**src/rtl/shiftreg_deser.sv**
```systemverilog
// Serial-to-parallel deserializer: framed 4-bit words with Start marker, selectable bit order,
// Valid/Ack hand-off and sticky overrun. Define PARITY_CHECK_EN to append an even-parity bit.
module shiftreg_deser (
   input  logic       CLK,
   input  logic       Clear,
   input  logic       InS,
   input  logic       En,
   input  logic       Start,
   input  logic       RL,
   input  logic       Ack,
   output logic [3:0] Q,
   output logic       Valid,
   output logic       Busy,
   output logic       Overrun,
   output logic       PErr,
   output logic [1:0] dbg_state
);

   // Handshake: Valid rises with the completed word in Q and both hold until an edge with
   // Ack=1 in FULL; that edge clears Valid. Ack seen in any other state is ignored.
   typedef enum logic [1:0] {
      IDLE = 2'd0,
      RECV = 2'd1,
`ifdef PARITY_CHECK_EN
      PAR  = 2'd2,
`endif
      FULL = 2'd3
   } state_t;

   state_t     state, state_d;
   logic [3:0] sr, sr_d, sr_nxt, q, q_d;
   logic [2:0] count, count_d;
   logic       valid, valid_d, overrun, overrun_d, rl_q, rl_d, begin_frame;
`ifdef PARITY_CHECK_EN
   logic       perr, perr_d;
`endif

   function automatic logic [3:0] shift_in(input logic [3:0] cur, input logic b, input logic rl);
      return rl ? {b, cur[3:1]} : {cur[2:0], b};
   endfunction

   always_ff @(posedge CLK or negedge Clear) begin
      if (!Clear) begin
         state   <= IDLE;
         sr      <= 4'b0000;
         q       <= 4'b0000;
         count   <= 3'd0;
         valid   <= 1'b0;
         overrun <= 1'b0;
         rl_q    <= 1'b0;
`ifdef PARITY_CHECK_EN
         perr    <= 1'b0;
`endif
      end else begin
         state   <= state_d;
         sr      <= sr_d;
         q       <= q_d;
         count   <= count_d;
         valid   <= valid_d;
         overrun <= overrun_d;
         rl_q    <= rl_d;
`ifdef PARITY_CHECK_EN
         perr    <= perr_d;
`endif
      end
   end

   always_comb begin
      state_d     = state;
      sr_d        = sr;
      q_d         = q;
      count_d     = count;
      valid_d     = valid;
      overrun_d   = overrun;
      rl_d        = rl_q;
      begin_frame = 1'b0;
`ifdef PARITY_CHECK_EN
      perr_d      = perr;
`endif
      sr_nxt = shift_in(sr, InS, rl_q);
      unique case (state)
         IDLE: begin
            if (En && Start) begin_frame = 1'b1;
         end
         RECV: begin
            if (En && Start) begin
               begin_frame = 1'b1;
            end else if (En) begin
               sr_d = sr_nxt;
               if (count == 3'd3) begin
`ifdef PARITY_CHECK_EN
                  state_d = PAR;
                  count_d = 3'd4;
`else
                  q_d     = sr_nxt;
                  valid_d = 1'b1;
                  state_d = FULL;
                  count_d = 3'd0;
`endif
               end else begin
                  count_d = count + 3'd1;
               end
            end
         end
`ifdef PARITY_CHECK_EN
         PAR: begin
            if (En && Start) begin
               begin_frame = 1'b1;
            end else if (En) begin
               q_d     = sr;
               perr_d  = (^sr) ^ InS;
               valid_d = 1'b1;
               state_d = FULL;
               count_d = 3'd0;
            end
         end
`endif
         FULL: begin
            // A Start arriving while the word is still unconsumed is lost unless Ack frees Q now.
            if (Ack) begin
               valid_d = 1'b0;
               state_d = IDLE;
               if (En && Start) begin_frame = 1'b1;
            end else if (En && Start) begin
               overrun_d = 1'b1;
            end
         end
         default: state_d = IDLE;
      endcase
      if (begin_frame) begin
         sr_d    = shift_in(4'b0000, InS, RL);
         count_d = 3'd1;
         rl_d    = RL;
         state_d = RECV;
      end
   end

   assign Q         = q;
   assign Valid     = valid;
   assign Overrun   = overrun;
   assign dbg_state = state;
`ifdef PARITY_CHECK_EN
   assign Busy = (state == RECV) || (state == PAR);
   assign PErr = perr;
`else
   assign Busy = (state == RECV);
   assign PErr = 1'b0;
`endif

endmodule

```
**config.mk**
```make
export PLATFORM = sky130hd
export DESIGN_NAME = shiftreg_deser
export DESIGN_NICKNAME = d
export VERILOG_FILES = /design/src/rtl/shiftreg_deser.sv
export SDC_FILE = /design/constraint.sdc
export NUM_CORES = 1
export LEC_CHECK = 0
export ABC_AREA = 1
export ABC_CLOCK_PERIOD_IN_PS = 1300
export CAP_MARGIN = 10
export CORE_MARGIN = 2
export CORE_UTILIZATION = 44
export DETAILED_ROUTE_END_ITERATION = 10
export PLACE_DENSITY = 0.77
export SYNTH_ARGS = -nofsm -noshare
export SYNTH_HDL_FRONTEND = slang
export SYNTH_SLANG_ARGS = --single-unit
```
**constraint.sdc**
```tcl
create_clock -name CLK -period 1.3 [get_ports CLK]
set_clock_uncertainty 0.15 [all_clocks]
set_input_delay 0.13 -clock CLK [delete_from_list [all_inputs] [get_ports CLK]]
set_output_delay 0.13 -clock CLK [all_outputs]
set_load 0.03 [all_outputs]
```
==> qor.csv <==
metric;value;unit
total CTS buffers;3;
Final setup viols;1;
grt peak-use layer;met2;
status;complete, but fails checks;
Fmax;747;MHz
max-cap viol count;0;
Setup crit end kind;output port;
Arr. time, crit path;1060;ps
Power Density;1870;nW/um2
gr ovfl total;0;
final worst slack;-38.9;ps
drt via density;4.76;
Hold WS;-2.09;ps
Syn-to-layout area delta;37.7;%
DIE HEIGHT;46.9;um
Post-Synth Simple-Gate Area;30.4;%
std cell rows;15;
Worst VDD drop;0.000793;V
residual DRC count;0;
Mapped Cells;99;
Seq/Total Area, Yosys;49.5;%
initial drt markers;12;
min-delay worst type;in2async;
crit path launch type;flop;
H-tree lvl count;1;
average wire per standard cell;11.0;um
CP Data Required Time;1020;ps
Crit Path Max Fanout;3;
Synth Area per Inst;8.18;um2
initial antenna violation count;0;
Yosys reg bits;16;
CP Class;reg2out;
post-synthesis compound-gate area fraction;10.0;%
Root Buffer;clkbuf_4;
Slew Viols, Final;0;
die area;2200;um2
ANT cells;0;
RSZ-0062 raised after global routing;yes;
largest family of logic cells by synthesized area;simple AND/OR/NAND/NOR gates;
CTS Hold Bufs;0;
vias in the first global route;676;
Tot GR Track Use;18.3;%
minimum clock period;1340;ps
post-synthesis adder-cell area fraction;1.55;%
met1 Resource Use GR;22.4;%
Vias;719;
post-route ant nets;0;
cell area after layout;1110;um2
first-pass GRT wire length;2.77;mm
Mapped Area;810;um2
Initial Util;46.9;%
# nets final;135;
Netlist cell types;21;
Final Hold Viols;7;
Worst R2R Setup Slack;50;ps
number of synthesis warnings;0;
Detailed Routing Iterations Pass 1;4;
Die Width;46.9;um
GRT met3 Usage;2.31;%
share of layout cells above drive strength 1;33.3;%
wirelength, routed;1.66;mm
post-synthesis net count;107;
I/O pin total;17;
CTS sink cnt;16;
Core Box Area;1730;um2
Placed Area;1030;um2
RePlAce Congestion;0.870;
Clock Latency Late Sink;290;ps
FILL cells;156;
CTS clock-pin slew for the worst setup and hold paths;90;ps
mux contribution to synthesized area;0;%
total chip power;2.08;mW
P_leak;0.562;nW
failing checks;hold timing, setup timing;
worst-case clock buffer depth;2;
GR Layer Usage met2;31.2;%
XOR/XNOR Fraction of Synth Area;0;%
PortBufs;15;
fin crit share;103;%
Detailed Place HPWL;1.27;mm
TritonCTS clock tree;yes;
largest net degree at the start of global routing;17;
[what timing repair did]
item                                    CTS  global route
gates resized for setup                  14             7
buffers inserted                          2             0
endpoints found under the setup margin    7            16
pin swaps                                 2             3
[kinds of logic after synthesis]
| family | count (synthesis) |
|---|---|
| buffers and inverters | 15 |
| DFF | 16 |
| adders and majority gates | 1 |
| AOI/OAI and AO/OA | 15 |
| and+or+nand+nor | 51 |
| other | 1 |
[path summary, 6_finish.rpt]
| check | start | endpoint | cells after the start |
|---|---|---|---|
| min | Clear | Q[0] | 2 |
| max | dbg_state[1] | Busy | 2 |
| min in group CLK | RL | rl_q | 3 |
| min reg2reg | sr[3] | sr[3] | 2 |
| max reg2reg | dbg_state[1] | Q[1] | 6 |
| max in group asynchronous | Clear | dbg_state[0] | 2 |
[critical path, cell delays in order, from the launching register on]
cell     delay (ps)
dfrtp_2         440
nor2_4          180
buf_6           150
[sequential cells by signal, indices dropped and copies added, names as in the netlist]
name / cells
rl_q: 1
Q: 4
Valid: 1
dbg_state: 2
Overrun: 1
sr: 4
count: 3
[layer usage]
layer	up-vias	wire length (um)	part of all wire (%)
met5	-	0	0
met4	0	40	2.4
met3	5	62	3.7
met2	15	846	51
met1	331	706	43
li1	368	-	-
[power breakdown]
group / internal [mW] / switching (mW) / total (mW)
sequential: 0.655 / 0.104 / 0.758
clock: 0.171 / 0.159 / 0.330
combinational: 0.396 / 0.597 / 0.993
total: 1.22 / 0.859 / 2.08
[placed cells by master (no fill, tap or decap), drive strengths merged]
cell           count
o21bai             1
nor2               4
clkbuf             5
buf               15
clkdlybuf4s50      6
clkdlybuf4s15      2
conb               1
clkinv             1
nand2             40
ha                 1
nand3b             2
dfrtp             16
inv               13
o21ai             11
nand4              1
a21oi              3
nand3              4
[Yosys cell counts]
library cell | number | area, um2
a21oi_1 | 2 | 10.0
a21oi_2 | 1 | 8.76
buf_4 | 1 | 7.51
clkinv_4 | 1 | 8.76
conb_1 | 1 | 3.75
dfrtp_1 | 16 | 400
ha_1 | 1 | 12.5
inv_1 | 10 | 37.5
inv_2 | 3 | 11.3
nand2_1 | 35 | 131
nand2_2 | 3 | 18.8
nand2_4 | 2 | 22.5
nand3_1 | 4 | 20.0
nand3b_1 | 2 | 15.0
nand4_1 | 1 | 6.26
nor2_1 | 1 | 3.75
nor2_2 | 1 | 6.26
nor2_4 | 2 | 22.5
o21ai_0 | 7 | 35.0
o21ai_1 | 4 | 20.0
o21bai_1 | 1 | 7.51
[cell type report]
cell class                 instances  area [um2]  share of cell area, %
clock buffer                       4        36.3                   3.25
inverter                          14        60.1                   5.39
multi-input combinational         68         364                   32.7
sequential                        16         404                   36.3
tap                               25        31.3                   2.81
timing repair buffer              24         219                   19.6
[through the flow]
| stage | util, % | std cells | hold slack (ps) | setup slack, ps | TNS [ps] |
|---|---|---|---|---|---|
| after floorplan | - | 99 | -316 | -165 | -1340 |
| after global placement | 59.4 | 145 | 307 | -150 | -1390 |
| after detailed placement | 59.4 | 145 | 314 | -176 | -1850 |
| after CTS | 63.7 | 151 | 5.33 | -49.2 | -50.9 |
| after global routing | 64.6 | 151 | 35.4 | -77.1 | -209 |
| final | 64.6 | 151 | -2.09 | -38.9 | -38.9 |
Note: power is estimated with default switching activity, not from simulation.
